==> config.mk <==
export PLATFORM = sky130hd
export DESIGN_NAME = m_cycle_sequencer
export DESIGN_NICKNAME = d
export VERILOG_FILES = /design/src/rtl/m_cycle_sequencer.sv
export SDC_FILE = /design/constraint.sdc
export NUM_CORES = 1
export LEC_CHECK = 0
export ABC_AREA = 1
export BUFFER_PORTS_ARGS = -buffer_cell sky130_fd_sc_hd__buf_2
export CORE_MARGIN = 8
export CORE_UTILIZATION = 49
export CTS_BUF_LIST = sky130_fd_sc_hd__clkbuf_4 sky130_fd_sc_hd__clkbuf_8
export DETAILED_ROUTE_END_ITERATION = 7
export GPL_TIMING_DRIVEN = 0
export PLACE_DENSITY = 0.84
export SLEW_MARGIN = 20
export SYNTH_ARGS = -nofsm -noshare
export SYNTH_HDL_FRONTEND = slang
export SYNTH_SLANG_ARGS = --single-unit
==> constraint.sdc <==
create_clock -name clk -period 1.8 [get_ports clk]
set_clock_uncertainty 0.2 [all_clocks]
set_input_delay 0 -clock clk [delete_from_list [all_inputs] [get_ports clk]]
set_output_delay 0 -clock clk [all_outputs]
set_load 0.005 [all_outputs]
==> src/rtl/m_cycle_sequencer.sv <==
// Machine-cycle sequencer: issues one latched m-cycle code per non-stalled clock,
// with conditional early exit, prioritised interrupt entry and HALT/wake-up.
module m_cycle_sequencer #(
   parameter int               MC_W     = 5,
   parameter int               DEPTH    = 8,
   parameter int               NUM_IRQ  = 5,
   parameter int               IRQ_LEN  = 4,
   parameter logic [IRQ_LEN*MC_W-1:0] IRQ_SEQ = '0,
   parameter logic [7:0]       VEC_BASE = 8'h40,
   parameter logic [7:0]       VEC_STEP = 8'h08,
   localparam int              LEN_W    = $clog2(DEPTH + 1),
   localparam int              STEP_W   = (DEPTH > 1) ? $clog2(DEPTH) : 1,
   localparam int              IRQ_W    = (NUM_IRQ > 1) ? $clog2(NUM_IRQ) : 1
) (
   input  logic                    clk,
   input  logic                    reset,
   input  logic                    seq_load,
   input  logic [LEN_W-1:0]        seq_len,
   input  logic [DEPTH*MC_W-1:0]   seq_cycles,
   input  logic                    cond_en,
   input  logic [STEP_W-1:0]       cond_idx,
   input  logic                    cond_true,
   input  logic                    stall,
   input  logic                    ime,
   input  logic [NUM_IRQ-1:0]      irq_pending,
   input  logic                    halt_req,
   output logic [MC_W-1:0]         m_cycle,
   output logic                    m_cycle_valid,
   output logic [STEP_W-1:0]       step_idx,
   output logic                    op_done,
   output logic                    fetch_req,
   output logic                    irq_active,
   output logic [NUM_IRQ-1:0]      irq_ack,
   output logic [7:0]              rst_vector,
   output logic                    halted
);

   typedef enum logic [2:0] {
      ST_BOOT = 3'd0,
      ST_IDLE = 3'd1,
      ST_RUN  = 3'd2,
      ST_IRQ  = 3'd3,
      ST_HALT = 3'd4
   } state_t;

   state_t                  state_r, state_nx;
   logic [STEP_W-1:0]       step_r, step_nx;
   logic [LEN_W-1:0]        len_r;
   logic [DEPTH*MC_W-1:0]   seq_r;
   logic                    cond_en_r;
   logic [STEP_W-1:0]       cond_idx_r;
   logic [IRQ_W-1:0]        irq_idx_r;
   logic [7:0]              vec_r;
   logic                    ack_done_r;
   logic                    load_s, take_irq_s, run_last_s, irq_last_s;
   logic [IRQ_W-1:0]        irq_sel_s;

   // Lowest set bit wins: source 0 has the highest priority.
   function automatic logic [IRQ_W-1:0] lowest_irq(input logic [NUM_IRQ-1:0] p);
      lowest_irq = '0;
      for (int i = NUM_IRQ - 1; i >= 0; i--) begin
         if (p[i]) lowest_irq = IRQ_W'(i);
      end
   endfunction

   function automatic logic [7:0] vec_for(input logic [IRQ_W-1:0] idx);
      vec_for = VEC_BASE + VEC_STEP * 8'(idx);
   endfunction

   assign irq_sel_s  = lowest_irq(irq_pending);
   assign run_last_s = (LEN_W'(step_r) == len_r - LEN_W'(1'b1)) ||
                       (cond_en_r && (step_r == cond_idx_r) && !cond_true);
   assign irq_last_s = (step_r == STEP_W'(IRQ_LEN - 1));

   // Next-state, capture strobes and all outputs; everything reads 0 while reset is high.
   always_comb begin
      state_nx      = state_r;
      step_nx       = step_r;
      load_s        = 1'b0;
      take_irq_s    = 1'b0;
      m_cycle       = '0;
      m_cycle_valid = 1'b0;
      step_idx      = '0;
      op_done       = 1'b0;
      fetch_req     = 1'b0;
      irq_active    = 1'b0;
      irq_ack       = '0;
      rst_vector    = 8'h00;
      halted        = 1'b0;
      if (!reset) begin
         rst_vector = vec_r;
         case (state_r)
            ST_BOOT: state_nx = ST_IDLE;
            ST_IDLE: begin
               fetch_req = 1'b1;
               if (stall) begin
                  state_nx = ST_IDLE;
               end else if (ime && (|irq_pending)) begin
                  take_irq_s = 1'b1;
                  step_nx    = '0;
                  state_nx   = ST_IRQ;
               end else if (halt_req) begin
                  state_nx = ST_HALT;
               end else if (seq_load) begin
                  if (seq_len != LEN_W'(1'b0)) begin
                     load_s   = 1'b1;
                     step_nx  = '0;
                     state_nx = ST_RUN;
                  end else begin
                     op_done = 1'b1;
                  end
               end else begin
                  state_nx = ST_IDLE;
               end
            end
            ST_RUN: begin
               m_cycle_valid = 1'b1;
               m_cycle       = seq_r[step_r*MC_W +: MC_W];
               step_idx      = step_r;
               if (!stall) begin
                  if (run_last_s) begin
                     op_done  = 1'b1;
                     state_nx = ST_IDLE;
                  end else begin
                     step_nx = step_r + STEP_W'(1'b1);
                  end
               end else begin
                  step_nx = step_r;
               end
            end
            ST_IRQ: begin
               m_cycle_valid = 1'b1;
               irq_active    = 1'b1;
               m_cycle       = IRQ_SEQ[step_r*MC_W +: MC_W];
               step_idx      = step_r;
               irq_ack       = ack_done_r ? '0 : (NUM_IRQ'(1'b1) << irq_idx_r);
               if (!stall) begin
                  if (irq_last_s) begin
                     op_done  = 1'b1;
                     state_nx = ST_IDLE;
                  end else begin
                     step_nx = step_r + STEP_W'(1'b1);
                  end
               end else begin
                  step_nx = step_r;
               end
            end
            ST_HALT: begin
               halted = 1'b1;
               if (|irq_pending) begin
                  if (ime) begin
                     take_irq_s = 1'b1;
                     step_nx    = '0;
                     state_nx   = ST_IRQ;
                  end else begin
                     state_nx = ST_IDLE;
                  end
               end else begin
                  state_nx = ST_HALT;
               end
            end
            default: state_nx = ST_BOOT;
         endcase
      end else begin
         state_nx = ST_BOOT;
      end
   end

   // State, step counter and latched instruction/interrupt context.
   always_ff @(posedge clk) begin
      if (reset) begin
         state_r    <= ST_BOOT;
         step_r     <= '0;
         len_r      <= '0;
         seq_r      <= '0;
         cond_en_r  <= 1'b0;
         cond_idx_r <= '0;
         irq_idx_r  <= '0;
         vec_r      <= 8'h00;
         ack_done_r <= 1'b0;
      end else begin
         state_r <= state_nx;
         step_r  <= step_nx;
         if (load_s) begin
            seq_r      <= seq_cycles;
            len_r      <= seq_len;
            cond_en_r  <= cond_en && (LEN_W'(cond_idx) < seq_len);
            cond_idx_r <= cond_idx;
         end
         // ack fires only on the first presentation of IRQ entry 0.
         if (take_irq_s) begin
            irq_idx_r  <= irq_sel_s;
            vec_r      <= vec_for(irq_sel_s);
            ack_done_r <= 1'b0;
         end else if (state_r == ST_IRQ) begin
            ack_done_r <= 1'b1;
         end
      end
   end

endmodule

==> results of run 1 <==
## metrics by stage
stage	setup WS (ps)	power, mW
after floorplan	126	2.04
after global placement	-109	2.28
after global routing	-192	4.21
after CTS	-71.2	3.87
after detailed placement	-170	2.31
final	-129	4.03
## repair_timing
item                                   CTS  global route
resized for setup                       57            26
setup endpoints to repair               12            68
pin swaps                               12            10
gates cloned                             2             0
endpoints found under the hold margin   56             0
hold buffers                            61             0
setup buffers                            8             0
## Yosys cell counts, drive strengths merged (3+ instances only)
library cell	instances
o21ai	70
ha	5
a31oi	7
o22ai	4
nor2	156
nand4	3
nand3	24
buf	17
nand2	51
clkbuf	11
o221ai	5
inv	42
dfxtp	59
a21oi	17
## power breakdown
group / switching (mW) / total [mW] / internal [mW]
clock network: 0.534 / 1.24 / 0.706
registers: 0.0528 / 1.42 / 1.37
logic: 0.765 / 1.37 / 0.604
total: 1.35 / 4.03 / 2.67
## worst max-delay path, cell delays in order (launching register included)
cell and delay (ps):
dfxtp_2 340, buf_8 140, inv_8 70, buf_8 120, o21ai_2 60, o221ai_2 200
nand2_1 90, a31oi_1 210, buf_2 150
## worst min path at each step
stage                              start                         to  slack [ps]  cells after the start
after floorplan                    reset                  fetch_req        -180                      1
after global placement    irq_pending[0]  irq_idx_r[0]$_SDFFE_PP0P_          30                      2
after detailed placement  irq_pending[0]  irq_idx_r[0]$_SDFFE_PP0P_          20                      2
after CTS                 irq_pending[3]    state_r[2]$_SDFFE_PP0P_          80                      6
after global routing      irq_pending[3]    state_r[2]$_SDFFE_PP0P_          40                      6
final                     irq_pending[3]    state_r[2]$_SDFFE_PP0P_          -3                      6
## cell type report
class,count,area share
inverters,42,0.0351
clock inverters,4,0.0105
flip-flops and latches,59,0.249
plain buffers,28,0.0519
repair buffers,152,0.233
multi-input cells,353,0.367
well taps,77,0.0202
diodes,1,0.000525
clock buffers,12,0.0320
## flip-flops by register name (all words and copies together) (netlist names), 2 cells and up
| register | cells |
|---|---|
| cond_idx_r | 3 |
| irq_idx_r | 2 |
| len_r | 4 |
| seq_r | 40 |
| state_r | 3 |
| step_r | 3 |
| vec_r | 2 |
## kinds of logic after synthesis
group | after synthesis | synth area share
compound gates | 105 | 0.182
xor+xnor | 1 | 0.00279
fa+ha+maj | 5 | 0.0199
buf+inv | 70 | 0.109
flops | 59 | 0.377
other cells | 1 | 0.00120
simple gates | 238 | 0.308
## per-layer routing
metal / global-route usage / up-vias / routed length, microns
li1: - / 1886 / -
met1: 0.269 / 1844 / 4460
met2: 0.401 / 198 / 5360
met3: 0.0515 / 38 / 904
met4: 0.114 / 0 / 318
met5: 0 / - / 0
==> flow_metrics.env, run 1 <==
export IMPL_outcome="finished with violations"
export IMPL_violations="negative hold slack, negative setup slack"
export IMPL_fillerInstances=446
export IMPL_placeableCoreArea_sq_um=6280
export IMPL_h_tree_depth=3
export IMPL_worst_skew_pair_later_pin_latency_ps=340
export IMPL_clock_sinks=59
export IMPL_final_seq_area_sq_um=1190
export IMPL_worst_setup_margin_ps=-129
export IMPL_report_final_setup_viol=7
export IMPL_placedInstanceArea_sq_um=3650
export IMPL_detail_route_wl_per_cell_microns=15.2
export IMPL_fin_util=0.760
export IMPL_cts_path_max_buffers=2
export IMPL_i_o_pins=86
export IMPL_routed_via_density=5.45
export IMPL_reg2reg_slack_ps=-50
export IMPL_row_cnt=29
export IMPL_largest_net_degree_at_the_start_of_global_routing=11
export IMPL_totalWireLength_mm=11.0
export IMPL_gr_total_overflow=0
export IMPL_yosysWarnings=0
export IMPL_rr_endpoint="step_r[1]$_SDFFE_PP0P_"
export IMPL_regToRegStartpoint="step_r[2]$_SDFFE_PP0P_"
export IMPL_syn_inst_count=479
export IMPL_die_height_microns=96.0
export IMPL_maxSlewViolCount=0
export IMPL_clockRootBuffer="clkbuf_8"
export IMPL_antenna_violating_nets_post_route=0
export IMPL_num_vias=3966
export IMPL_timing_hold_ws_ps=-2.59
export IMPL_placed_cells=640
export IMPL_layout_cells_most_common_list="nor2_1 (146), buf_2 (81), dlygate4sd3_1 (60), dfxtp_1 (54), nand2_1 (46)"
export IMPL_drt_pass1_iterations=7
export IMPL_irDropWorstVdd_v=0.000528
export IMPL_die_ar_sq_um=9220
export IMPL_synth_top_cell_area_share=0.377
export IMPL_number_of_global_route_vias_before_repair=3767
export IMPL_yosysTopAreaCell="dfxtp_1"
export IMPL_timing_final_hold_violations=1
export IMPL_die_x_microns=96.0
export IMPL_layout_area_overhead_vs_synth_pct=52.1
export IMPL_end_kind="output port"
export IMPL_cp_data_required_time_ps=1600
export IMPL_layout_cell_area_non_filler_sq_um=4770
export IMPL_post_route_min_period_ps=1930
export IMPL_nNetsFinal=710
export IMPL_ys_seq_area_frac=0.377
export IMPL_reg2regPathDepth=12
export IMPL_grt_first_pass_wirelength_mm=17.1
export IMPL_mostFrequentLayoutCell="nor2_1"
export IMPL_cts_tree="yes"
export IMPL_detailedRoute_firstIterationViolations=424
export IMPL_setup_worst_path_start_class="register"
export IMPL_fmax_mhz=518
export IMPL_post_synth_instance_area_sq_um=3140
export IMPL_worst_setup_hold_path_clk_slew_ps=70
export IMPL_number_of_storage_elements_in_the_synthesis_netlist=59
export IMPL_crit_path_end="m_cycle[3]"
export IMPL_synth_edf_count=0
export IMPL_critPathKind="register to output port"
export IMPL_finalSetupTns_ps=-464
export IMPL_grt_usage=0.234
export IMPL_place_congestion=0.898
export IMPL_syn_area_per_cell_sq_um=6.55
export IMPL_maxCapViolCount=0
export IMPL_critical_path_startpoint="step_r[0]$_SDFFE_PP0P_"
export IMPL_hold_class="input port to register"
export IMPL_drive_gt1_frac=0.274
export IMPL_yosys_most_used_dff="dfxtp_1"
export IMPL_p_leak_nw=2.14
export IMPL_multiInputGateArea_sq_um=1750
export IMPL_hpwlAfterDp_mm=6.72
export IMPL_ys_types=30
export IMPL_rsz0062_at_grt="yes"
export IMPL_grt_antenna_before_repair=0
export IMPL_initial_core_util=0.500
export IMPL_fin_crit_sh=1.07
export IMPL_drc_errors=0
export IMPL_numCtsBuffers=9
export IMPL_power_density_nw_per_um2=844
export IMPL_cp_max_fo=6
export IMPL_timing_critical_path_arrival_ps=1730
export IMPL_layoutNonFillerInstCount=728
export IMPL_numPortBuffers=81
export IMPL_fraction_of_registers_with_async_set_or_reset_after_synthesis=0
export IMPL_leading_cell_types_by_total_area_after_synthesis="dfxtp_1 (38%), nor2_1 (18%), o21ai_1 (6.5%)"
Note: power is estimated with default switching activity, not from simulation.
==> run 2: changes to the inputs <==
- SETUP_SLACK_MARGIN: not set -> 0.5
==> run 2 against run 1 <==
Net effect: the flow now stops in 5_1_grt; area after synthesis unchanged; synthesized cell count is the same.
==> flow_metrics.env, run 2 <==
export IMPL_outcome="stopped before the end"
export IMPL_flow_stopped_at="5_1_grt"
export IMPL_error_message="[ERROR GRT-0232] Routing congestion too high. Check the congestion heatmap in the GUI."
export IMPL_placed_cells=640
export IMPL_synth_top_cell_area_share=0.377
export IMPL_synth_edf_count=0
export IMPL_yosys_most_used_dff="dfxtp_1"
export IMPL_numCtsBuffers=9
export IMPL_i_o_pins=86
export IMPL_clock_sinks=59
export IMPL_initial_core_util=0.500
export IMPL_postGrtWorstEndpoint="op_done"
export IMPL_ys_seq_area_frac=0.377
export IMPL_row_cnt=29
export IMPL_h_tree_depth=3
export IMPL_gr_total_overflow=130
export IMPL_yosysMostFrequentCell="nor2_1"
export IMPL_die_height_microns=96.0
export IMPL_fraction_of_registers_with_async_set_or_reset_after_synthesis=0
export IMPL_placedInstanceArea_sq_um=3770
export IMPL_hpwlAfterDp_mm=6.99
export IMPL_post_synth_instance_area_sq_um=3140
export IMPL_syn_inst_count=479
export IMPL_leading_cell_types_by_total_area_after_synthesis="dfxtp_1 (38%), nor2_1 (18%), o21ai_1 (6.5%)"
export IMPL_clockRootBuffer="clkbuf_8"
export IMPL_largest_net_degree_at_the_start_of_global_routing=11
export IMPL_die_x_microns=96.0
export IMPL_grt_usage=0.701
export IMPL_place_congestion=0.898
export IMPL_cts_path_max_buffers=2
export IMPL_yosysWarnings=0
export IMPL_yosysTopAreaCell="dfxtp_1"
export IMPL_netlist_top_cells_count="nor2_1 (153), dfxtp_1 (59), nand2_1 (49), o21ai_1 (41), inv_1 (38)"
export IMPL_ys_types=30
export IMPL_worst_endpoint_pin_kind="top-level output"
export IMPL_syn_area_per_cell_sq_um=6.55
export IMPL_numPortBuffers=81
export IMPL_number_of_storage_elements_in_the_synthesis_netlist=59
[run 2: kinds of logic after synthesis]
kind of cell	synth area share
AO/OA/AOI/OAI	0.182
XOR/XNOR	0.00279
adder cells (fa/ha/maj)	0.0199
buffers and inverters	0.109
flip-flops	0.377
other	0.00120
AND/OR/NAND/NOR	0.308
[run 2: layer usage]
metal / track usage / GRT overflow
met3: 0.517 / 0
met4: 0.784 / 53
met2: 0.891 / 76
met1: 0.678 / 1
met5: 0.0667 / 0
[run 2: repair_timing]
action,in CTS
gates cloned,13
hold buffers,54
setup endpoints to repair,77
endpoints found under the hold margin,56
setup buffers,36
pin swaps,51
resized for setup,188
[run 2: metrics by stage]
| step | hold slack (ps) | utilization | setup WS [ps] | TNS, ps |
|---|---|---|---|---|
| 2_1_floorplan | -183 | - | 224 | 0 |
| 3_3_place_gp | 21.2 | 0.601 | 91.7 | 0 |
| 3_5_place_dp | 24.3 | 0.601 | 82.5 | 0 |
| 4_1_cts | -325 | 0.903 | -150 | -4310 |
==> run 3: changes to the inputs <==
- CORE_UTILIZATION: 49 -> 40
- CTS_BUF_LIST: sky130_fd_sc_hd__clkbuf_4 sky130_fd_sc_hd__clkbuf_8 -> not set
- PLACE_DENSITY: 0.84 -> not set
- PLACE_DENSITY_LB_ADDON: not set -> 0.15
- SETUP_SLACK_MARGIN: 0.5 -> not set
- clock period: 1.8 -> 2.3 ns (I/O delays scaled with it)
==> run 3 against run 2 <==
Net effect: the flow now finishes, with violations (negative hold slack).
==> flow_metrics.env, run 3 (synthesized netlist as in run 1, its figures left out) <==
export IMPL_outcome="finished with violations"
export IMPL_violations="negative hold slack"
export IMPL_finalSetupTns_ps=0
export IMPL_insertedDiodeCount=0
export IMPL_grt_antenna_before_repair=0
export IMPL_irDropWorstVdd_v=0.000309
export IMPL_post_place_ws_ps=414
export IMPL_numPortBuffers=81
export IMPL_maxCapViolCount=0
export IMPL_post_cts_setup_buffers=0
export IMPL_i_o_pins=86
export IMPL_initial_core_util=0.410
export IMPL_timing_hold_ws_ps=-1.54
export IMPL_detail_route_wl_per_cell_microns=12.9
export IMPL_layout_cells_most_common_list="nor2_1 (153), buf_2 (84), dlygate4sd3_1 (63), dfxtp_1 (58), nand2_1 (47)"
export IMPL_fmax_mhz=456
export IMPL_drt_pass1_iterations=5
export IMPL_die_height_microns=105
export IMPL_end_kind="register"
export IMPL_layout_cell_area_non_filler_sq_um=4530
export IMPL_post_route_min_period_ps=2190
export IMPL_p_leak_nw=2.05
export IMPL_totalWireLength_mm=9.63
export IMPL_num_vias=3547
export IMPL_hold_class="input port to register"
export IMPL_cp_max_fo=3
export IMPL_antenna_violating_nets_post_route=0
export IMPL_largest_register_ff_count=40
export IMPL_row_cnt=32
export IMPL_max_slew_worst_pin_slew_ps=505
export IMPL_number_of_global_route_vias_before_repair=3452
export IMPL_worst_setup_hold_path_clk_slew_ps=70
export IMPL_top_registers="seq_r: 40 flops, len_r: 4 flops"
export IMPL_cts_path_max_buffers=2
export IMPL_place_congestion=0.832
export IMPL_placed_cells=665
export IMPL_timing_critical_path_arrival_ps=2270
export IMPL_placeableCoreArea_sq_um=7650
export IMPL_report_final_setup_viol=0
export IMPL_timing_final_hold_violations=1
export IMPL_fin_crit_sh=0.953
export IMPL_drive_gt1_frac=0.213
export IMPL_cts_tree="yes"
export IMPL_detailedRoute_firstIterationViolations=204
export IMPL_layout_area_overhead_vs_synth_pct=44.4
export IMPL_setup_worst_path_start_class="input port"
export IMPL_routed_via_density=4.77
export IMPL_relSlewSlack=0.663
export IMPL_mostFrequentLayoutCell="nor2_1"
export IMPL_h_tree_depth=3
export IMPL_placedInstanceArea_sq_um=3680
export IMPL_fin_util=0.592
export IMPL_numCtsBuffers=9
export IMPL_hpwlAfterDp_mm=6.90
export IMPL_cp_data_required_time_ps=2380
export IMPL_max_flop_register="seq_r"
export IMPL_largest_net_degree_at_the_start_of_global_routing=11
export IMPL_clockRootBuffer="clkbuf_8"
export IMPL_critPathKind="input port to register"
export IMPL_gr_total_overflow=0
export IMPL_grt_usage=0.174
export IMPL_die_ar_sq_um=10900
export IMPL_power_density_nw_per_um2=607
export IMPL_maxSlewViolCount=0
export IMPL_grt_first_pass_wirelength_mm=15.9
export IMPL_die_x_microns=105
export IMPL_clock_sinks=59
export IMPL_worst_skew_pair_later_pin_latency_ps=340
export IMPL_drc_errors=0
export IMPL_nNetsFinal=702
export IMPL_layoutNonFillerInstCount=744
export IMPL_worst_setup_margin_ps=108
export IMPL_rsz0062_at_grt="no"
export IMPL_report_power_total_mw=2.75
run 3: what timing repair did:
item | 4_1_cts | 5_1_grt
hold buffers | 63 | 0
gates resized for setup | 0 | 16
setup endpoints to repair | 0 | 7
endpoints found under the hold margin | 56 | 0
run 3: critical path, stage by stage:
cell and delay, ps:
dlygate4sd3_1 530, buf_2 140, nor2_1 200, nand3_1 110, dlygate4sd3_1 590, o22ai_1 130, dlygate4sd3_1 570
run 3: where the power goes:
group | leakage [nW] | internal [mW] | switching, mW
logic | 1.48 | 0.322 | 0.472
clock network | 0.0884 | 0.446 | 0.411
registers | 0.477 | 1.06 | 0.0318
total | 2.05 | 1.83 | 0.915
run 3: final timing paths:
path | depth (start not counted) | startpoint | slack, ps | end
hold / removal | 6 | irq_pending[1] | -2 | state_r[2]$_SDFFE_PP0P_
setup / recovery | 7 | irq_pending[2] | 110 | vec_r[5]$_SDFFE_PP0P_
setup reg to reg | 10 | state_r[1]$_SDFFE_PP0P_ | 180 | irq_idx_r[0]$_SDFFE_PP0P_
hold reg to reg | 2 | vec_r[6]$_SDFFE_PP0P_ | 260 | vec_r[6]$_SDFFE_PP0P_
run 3: cell type report:
class	instances	area, sq um
clock buffers	12	155
clock inverters	4	25.0
fillers	710	3120
inverters	42	158
multi-input cells	353	1660
well taps	102	128
repair buffers	144	1040
plain buffers	28	189
flip-flops and latches	59	1180
run 3: routing by layer:
layer | vias up | part of all wire | GRT usage
met5 | - | 0 | 0
met4 | 0 | 0.017 | 0.0589
met3 | 18 | 0.056 | 0.0498
met2 | 96 | 0.47 | 0.306
met1 | 1571 | 0.45 | 0.198
li1 | 1862 | - | -
